[config.mk]
export PLATFORM = sky130hd
export DESIGN_NAME = conway_gen_ctrl
export DESIGN_NICKNAME = d
export VERILOG_FILES = /design/src/rtl/conway_gen_ctrl.sv
export SDC_FILE = /design/constraint.sdc
export NUM_CORES = 1
export LEC_CHECK = 0
export ABC_AREA = 0
export CAP_MARGIN = 15
export CORE_ASPECT_RATIO = 2
export CORE_MARGIN = 3
export CORE_UTILIZATION = 57
export CTS_CLUSTER_SIZE = 10
export DETAILED_ROUTE_END_ITERATION = 12
export PLACE_DENSITY = 0.89
export SLEW_MARGIN = 30
export SYNTH_ARGS = -nofsm -noshare
export SYNTH_HDL_FRONTEND = slang
export SYNTH_SLANG_ARGS = --single-unit
[constraint.sdc]
create_clock -name Clk -period 2.7 [get_ports Clk]
set_input_delay 0.54 -clock Clk [delete_from_list [all_inputs] [get_ports Clk]]
set_output_delay 0.54 -clock Clk [all_outputs]
set_load 0.02 [all_outputs]
[src/rtl/conway_gen_ctrl.sv]
// Generation sequencer for the 8x8x8 Conway engine: free-run/step timing, seed load,
// display handshake, generation counting, extinction halt and engine timeout flag.
module conway_gen_ctrl #(
    parameter int unsigned TICK_DIV        = 25000000,
    parameter int unsigned TICK_W          = 25,
    parameter int unsigned GEN_W           = 16,
    parameter int unsigned TIMEOUT         = 1024,
    parameter int unsigned STOP_ON_EXTINCT = 1
) (
    input  logic             Clk,
    input  logic             Rst_n,
    input  logic             Run,
    input  logic             Step_Req,
    input  logic             Load_Req,
    output logic             Gen_Start,
    input  logic             Gen_Done,
    input  logic             Extinct,
    output logic             Load_Start,
    input  logic             Load_Done,
    output logic             Frame_Req,
    input  logic             Frame_Ack,
    output logic [GEN_W-1:0] Gen_Count,
    output logic             Busy,
    output logic             Halted,
    output logic             Error
);

    localparam int unsigned TMO_W = $clog2(TIMEOUT + 1);

    typedef enum logic [2:0] {
        S_IDLE,
        S_WAIT_TICK,
        S_GEN,
        S_LOAD,
        S_PRESENT,
        S_HALT
    } state_t;

    state_t             state_q, state_d;
    logic [TICK_W-1:0]  presc_q, presc_d;
    logic [TMO_W-1:0]   tmo_q, tmo_d;
    logic [GEN_W-1:0]   cnt_q, cnt_d;
    logic               halt_pend_q, halt_pend_d;
    logic               err_q, err_d;
    logic               gen_start_q, gen_start_d;
    logic               load_start_q, load_start_d;
    logic               frame_req_q, frame_req_d;
    logic               busy_q, busy_d;
    logic               halted_q, halted_d;

    always_ff @(posedge Clk or negedge Rst_n) begin
        if (!Rst_n) begin
            state_q      <= S_IDLE;
            presc_q      <= '0;
            tmo_q        <= '0;
            cnt_q        <= '0;
            halt_pend_q  <= 1'b0;
            err_q        <= 1'b0;
            gen_start_q  <= 1'b0;
            load_start_q <= 1'b0;
            frame_req_q  <= 1'b0;
            busy_q       <= 1'b0;
            halted_q     <= 1'b0;
        end else begin
            state_q      <= state_d;
            presc_q      <= presc_d;
            tmo_q        <= tmo_d;
            cnt_q        <= cnt_d;
            halt_pend_q  <= halt_pend_d;
            err_q        <= err_d;
            gen_start_q  <= gen_start_d;
            load_start_q <= load_start_d;
            frame_req_q  <= frame_req_d;
            busy_q       <= busy_d;
            halted_q     <= halted_d;
        end
    end

    always_comb begin
        state_d      = state_q;
        presc_d      = presc_q;
        tmo_d        = tmo_q;
        cnt_d        = cnt_q;
        halt_pend_d  = halt_pend_q;
        err_d        = err_q;
        gen_start_d  = 1'b0;
        load_start_d = 1'b0;

        unique case (state_q)
            S_IDLE: begin
                if (Load_Req) begin
                    state_d      = S_LOAD;
                    load_start_d = 1'b1;
                    tmo_d        = '0;
                end else if (Run) begin
                    state_d = S_WAIT_TICK;
                    presc_d = '0;
                end else if (Step_Req) begin
                    state_d     = S_GEN;
                    gen_start_d = 1'b1;
                    tmo_d       = '0;
                end
            end
            S_WAIT_TICK: begin
                if (Load_Req) begin
                    state_d      = S_LOAD;
                    load_start_d = 1'b1;
                    tmo_d        = '0;
                    presc_d      = '0;
                end else if (!Run) begin
                    state_d = S_IDLE;
                    presc_d = '0;
                end else if (presc_q == TICK_W'(TICK_DIV - 1)) begin
                    state_d     = S_GEN;
                    gen_start_d = 1'b1;
                    tmo_d       = '0;
                    presc_d     = '0;
                end else begin
                    presc_d = presc_q + TICK_W'(1);
                end
            end
            S_GEN: begin
                // done is checked before the timeout so a last-cycle done still succeeds
                if (Gen_Done) begin
                    state_d     = S_PRESENT;
                    cnt_d       = cnt_q + GEN_W'(1);
                    halt_pend_d = Extinct & (STOP_ON_EXTINCT != 0);
                    tmo_d       = '0;
                end else if (tmo_q == TMO_W'(TIMEOUT - 1)) begin
                    state_d = S_IDLE;
                    err_d   = 1'b1;
                    tmo_d   = '0;
                end else begin
                    tmo_d = tmo_q + TMO_W'(1);
                end
            end
            S_LOAD: begin
                if (Load_Done) begin
                    state_d     = S_PRESENT;
                    cnt_d       = '0;
                    halt_pend_d = 1'b0;
                    tmo_d       = '0;
                end else if (tmo_q == TMO_W'(TIMEOUT - 1)) begin
                    state_d = S_IDLE;
                    err_d   = 1'b1;
                    tmo_d   = '0;
                end else begin
                    tmo_d = tmo_q + TMO_W'(1);
                end
            end
            S_PRESENT: begin
                if (Frame_Ack) begin
                    if (halt_pend_q) begin
                        state_d = S_HALT;
                    end else if (Run) begin
                        state_d = S_WAIT_TICK;
                        presc_d = '0;
                    end else begin
                        state_d = S_IDLE;
                    end
                end
            end
            S_HALT: begin
                if (Load_Req) begin
                    state_d      = S_LOAD;
                    load_start_d = 1'b1;
                    tmo_d        = '0;
                end
            end
            default: state_d = S_IDLE;
        endcase

        frame_req_d = (state_d == S_PRESENT);
        busy_d      = (state_d == S_LOAD) || (state_d == S_GEN) || (state_d == S_PRESENT);
        halted_d    = (state_d == S_HALT);
    end

    assign Gen_Start  = gen_start_q;
    assign Load_Start = load_start_q;
    assign Frame_Req  = frame_req_q;
    assign Gen_Count  = cnt_q;
    assign Busy       = busy_q;
    assign Halted     = halted_q;
    assign Error      = err_q;

endmodule

==> results of run 1 <==
[cells by family after synthesis]
family	synth area share, %
muxes	0.978
and+or+nand+nor	26.9
AOI/OAI and AO/OA	13.3
DFF	46.7
xor gates and xnor gates	7.90
buffers and inverters	3.12
adders and majority gates	1.13
[metal layers]
layer / track usage (%) / routed length [um] / vias to the layer above
met1: 28.0 / 2820 / 1417
met2: 43.6 / 4280 / 118
li1: - / - / 1357
met4: 17.6 / 408 / 0
met3: 6.34 / 369 / 30
met5: 0 / 0 / -
[flip-flops by register name, indices dropped and copies added (netlist names)]
register and cells:
Frame_Req 1, Error 1, Halted 1, tmo_q 11, halt_pend_q 1, Load_Start 1
presc_q 25, Gen_Count 16, Busy 1, state_q 3, Gen_Start 1
[stage by stage]
stage	hold slack, ns	cells	power [mW]
6_report	0.237	456	2.81
5_1_grt	0.271	456	2.98
4_1_cts	0.246	456	2.82
3_5_place_dp	0.472	442	2.13
3_3_place_gp	0.446	442	2.10
2_1_floorplan	0.244	352	1.75
[area by class of cell]
type,count,share of cell area [%]
clock buffers,12,3.70
clock inverters,2,0.255
inverters,9,0.861
multi-input cells,266,42.7
flip-flops and latches,62,39.5
well taps,60,1.91
repair buffers,45,11.0
[where the power goes]
part	switching (mW)	internal, mW	total, mW
Sequential	0.134	1.02	1.16
Combinational	0.578	0.391	0.969
Clock	0.336	0.345	0.681
[worst max-delay path by stage]
stage	slack, ns	endpoint	from
2_1_floorplan	0.55	presc_q[21]	Load_Req
3_3_place_gp	0.11	presc_q[19]	Frame_Ack
3_5_place_dp	0.06	presc_q[19]	Frame_Ack
4_1_cts	0.35	presc_q[22]	presc_q[0]
5_1_grt	0.14	presc_q[17]	presc_q[0]
6_report	0.33	presc_q[23]	presc_q[0]
[layout by cell type (no fill, tap or decap), types with 3 or more instances in the layout]
master	count
ha_1	3
and2_1	4
nand2b_1	5
nand4_1	12
and3_1	10
o2111ai_1	3
a21o_1	5
dfrtp_1	62
and4_1	8
o2bb2ai_1	3
clkdlybuf4s50_1	29
o31ai_1	7
nand2_1	25
o21ai_0	15
inv_1	9
nor4_1	10
a21oi_1	11
or4_1	4
nor3_1	8
or3_1	5
nor4b_1	3
a22o_1	3
nor2b_1	3
xnor2_1	15
nor2_1	43
xor2_1	15
nand3_1	19
buf_4	13
clkbuf_8	10
[critical path, cell delays in order (launching register included)]
cell and delay (ns):
dfrtp_1 0.41, ha_1 0.20, and3_1 0.28, nand4_1 0.19
o2111ai_1 0.62, and2_1 0.32, buf_12 0.17, a21oi_1 0.05
==> impl_metrics.ini, run 1 <==
[outcome]
status = finished, final reports clean

[drt]
drt-pass1-iter-count = 4
remaining_drc_errors = 0
wl_per_cell_um = 17.3
vias_per_cell = 6.41
first_iter_violations = 181
wirelength_um = 7880
ant_nets = 0
via_count = 2922

[synth]
yosysTopAreaCellShare_pct = 46.7
seq_area_frac_synth_pct = 46.7
synth_top_cell_by_area = dfrtp_1
syn_area_um2 = 3330
ys_warn_count = 0
yosysMostFrequentCell = dfrtp_1
syn_inst = 352
ys_ff_latch = 62
synth_edf_count = 0
avgSynthCellArea_um2 = 9.45
synth_cell_types = 51
syn-num-nets = 364
synth_top_cells_by_count = 62 x dfrtp_1, 43 x nor2_1, 25 x nand2_1
synth_ff_type = dfrtp_1
synthArstFlopShare_pct = 100
synth_area_leaders = dfrtp_1 47%, nor2_1 4.9%, xnor2_1 4.0%

[worst_setup_path]
path_max_fanout = 18
reg2reg_depth = 7
crit_required_ns = 2.92
r2r-end = presc_q[23]
crit_type = reg -> reg
crit_arrival_ns = 2.59
endpoint_kind = register
r2r_start = presc_q[0]
start_kind = register
ff2ff_setup_slack_ns = 0.33

[worst_hold_path]
hp-class = in -> async

[finish]
n_fill_cell = 415
final_area_um2 = 3920
drive_gt1_share_pct = 9.09
final_nets = 405
antenna_cells = 0
final_core_util_pct = 71.1
seq_area_um2 = 1550
area_growth_pct = 18.0
multi_input_area_um2 = 1680

[grt]
track_usage_pct = 26.2
grt_max_degree = 34
grt-ovfl-total = 0
grt_pass1_vias = 2977
grt_first_pass_wirelength_um = 13500
antenna_found_initial = 0

[cts]
ctsHoldBuffers = 0
cts_setup_buffers = 0
ctsResizeCount = 0
cts_max_level = 3
tritoncts = built
path_clk_slew_ns = 0.07
cts_buffers = 9
clockRootBuffer = clkbuf_8
cts.path.max_buffers = 2
clock_sinks = 62
insertion_delay_ns = 0.35

[floorplanning]
start_util_pct = 60.3
die_x_um = 60.0
io_pins = 31
fp.dieH_um = 114
rows = 38
floorplan.die_area_um2 = 6840
core_area_um2 = 5520

[sta]
hold_viol_final = 0
setup_viol = 0
slew_viol_final = 0
period_share_pct = 87.6
slew_headroom_pct = 41.5
layout_min_cycle_time_ns = 2.37
skew_ns = 0.00916
tightest_slew_ns = 0.878
finalSetupTns_ns = 0
rsz0062_at_grt = no
setup_slack_ns = 0.334
max_freq_mhz = 423

[place]
portBuffers = 30
gp_congestion = 0.904
dp_hpwl_um = 5760
pre_cts_ws_ns = 0.0564
dpl_cell_area_um2 = 3770

[run]
cap_violations = 0

[power_and_ir_drop]
p_per_area_nw_per_um2 = 715
vdd_ir_drop_max_mv = 0.605
leakagePower_nw = 1.73
(Power assumes the default switching activity.)
==> inputs of run 2 (changes only) <==
CAP_MARGIN = 25   (was 15)
CORE_UTILIZATION = 65   (was 57)
DONT_BUFFER_PORTS = 1   (was default)
PLACE_DENSITY = 0.91   (was 0.89)
clock period = 3 ns   (was 2.7 ns; I/O delays follow)
==> run 2 against run 1 <==
Clock-buffer cell count unchanged. Sequential power decreased by 3%. Worst setup slack improved by 0.15 ns. Die area decreased by 11%. Hold slack got worse by 0.12 ns. Largest cell class unchanged. Clock skew decreased by 0.0017 ns. Fmax decreased by 5.9%. Non-clock buffer count decreased by 38. Power decreased by 15%. Combinational power decreased by 35%. Sequential share of layout area increased by 3.9 points. Register-to-register slack improved by 0.15 ns.
==> impl_metrics.ini, run 2 (synthesis gave the netlist of run 1 again) <==
[outcome]
status = finished, final reports clean

[sta]
skew_ns = 0.00743
rsz0062_at_grt = no
hold_viol_final = 0
layout_min_cycle_time_ns = 2.51
slew_headroom_pct = 47.9
tightest_slew_ns = 0.770
max_freq_mhz = 398
setup_viol = 0
period_share_pct = 83.8
setup_slack_ns = 0.486
slew_viol_final = 0
finalSetupTns_ns = 0

[finish]
final_cell_mix = 62 x dfrtp_1, 43 x nor2_1, 25 x nand2_1
largest_register = presc_q
largest_reg_flops = 25
final_nets = 367
seq_area_um2 = 1550
multi_input_area_um2 = 1680
final_common_cell = dfrtp_1
drive_gt1_share_pct = 8.06
area_growth_pct = 7.49
n_fill_cell = 351

[floorplanning]
io_pins = 31
core_area_um2 = 4910
floorplan.die_area_um2 = 6060
rows = 36
fp.dieH_um = 107
start_util_pct = 67.7
die_x_um = 56.6

[drt]
wl_per_cell_um = 17.2
remaining_drc_errors = 0
drt-pass1-iter-count = 5
vias_per_cell = 6.53
via_count = 2731
ant_nets = 0
wirelength_um = 7180
first_iter_violations = 128

[power_and_ir_drop]
vdd_ir_drop_max_mv = 0.603
leakagePower_nw = 1.59
p_per_area_nw_per_um2 = 665

[cts]
insertion_delay_ns = 0.34
cts_setup_buffers = 0
ctsResizeCount = 0
cts_max_level = 3
tritoncts = built
cts_buffers = 9
cts.path.max_buffers = 2
clock_sinks = 62
path_clk_slew_ns = 0.07
clockRootBuffer = clkbuf_8

[place]
pre_cts_ws_ns = 0.535
portBuffers = 0
gp_congestion = 0.857
dp_hpwl_um = 5230

[worst_setup_path]
start_kind = register
crit_arrival_ns = 2.78
crit_required_ns = 3.26
endpoint_kind = register
reg2reg_depth = 5
ff2ff_setup_slack_ns = 0.49
crit_type = reg -> reg
path_max_fanout = 18

[grt]
antenna_found_initial = 1
grt_first_pass_wirelength_um = 12100
grt_pass1_vias = 2613
grt_max_degree = 63
track_usage_pct = 25.8
grt-ovfl-total = 0

[worst_hold_path]
hp-class = in -> async

[run]
cap_violations = 0
## run 2: final timing paths
check,from,endpoint
min in group Clk,Load_Req,Gen_Start
setup reg to reg,state_q[0],presc_q[19]
max in group asynchronous,Rst_n,presc_q[2]
hold / removal,Rst_n,tmo_q[7]
setup / recovery,state_q[0],presc_q[19]
hold reg to reg,tmo_q[10],tmo_q[10]
## run 2: layer usage
metal,up-vias,wire length (um),share of wire [%],track usage [%]
met4,0,158,2.2,9.85
met1,1340,2550,36,27.9
met2,88,4070,57,45.9
li1,1289,-,-,-
met5,-,0,0,0
met3,14,400,5.6,7.83
## run 2: stage by stage
step                      instance area, um2  hold slack, ns  util (%)  total power, mW  instances
after floorplan                         3330           0.304         -             1.57        352
after global placement                  3380           0.306      68.8             1.71        400
after detailed placement                3380           0.306      68.8             1.74        400
after CTS                               3570           0.132      72.8             2.38        417
after global routing                    3570           0.129      72.8             2.51        418
final                                   3570           0.118      72.8             2.38        418
## run 2: cell type report
cell class / count / share of cell area, %
clock buffers: 12 / 4.06
well taps: 57 / 2.00
repair buffers: 7 / 2.03
flip-flops and latches: 62 / 43.4
diodes: 1 / 0.0700
inverters: 9 / 0.945
multi-input cells: 266 / 46.9
clock inverters: 4 / 0.630
## run 2: critical path, stage by stage, from the launching register on
cell      delay (ns)
dfrtp_1         0.60
nand2b_1        0.30
a21o_1          0.30
or3_1           0.56
or4_1           0.52
a21oi_1         0.16
## run 2: where the power goes
| group | total, mW | switching, mW | internal [mW] |
|---|---|---|---|
| logic | 0.634 | 0.403 | 0.230 |
| registers | 1.12 | 0.197 | 0.919 |
| clock network | 0.627 | 0.309 | 0.318 |
## run 2: what timing repair did
item                                   CTS  global route
hold buffers                             1             0
setup endpoints to repair                0             0
endpoints found under the hold margin   62             0
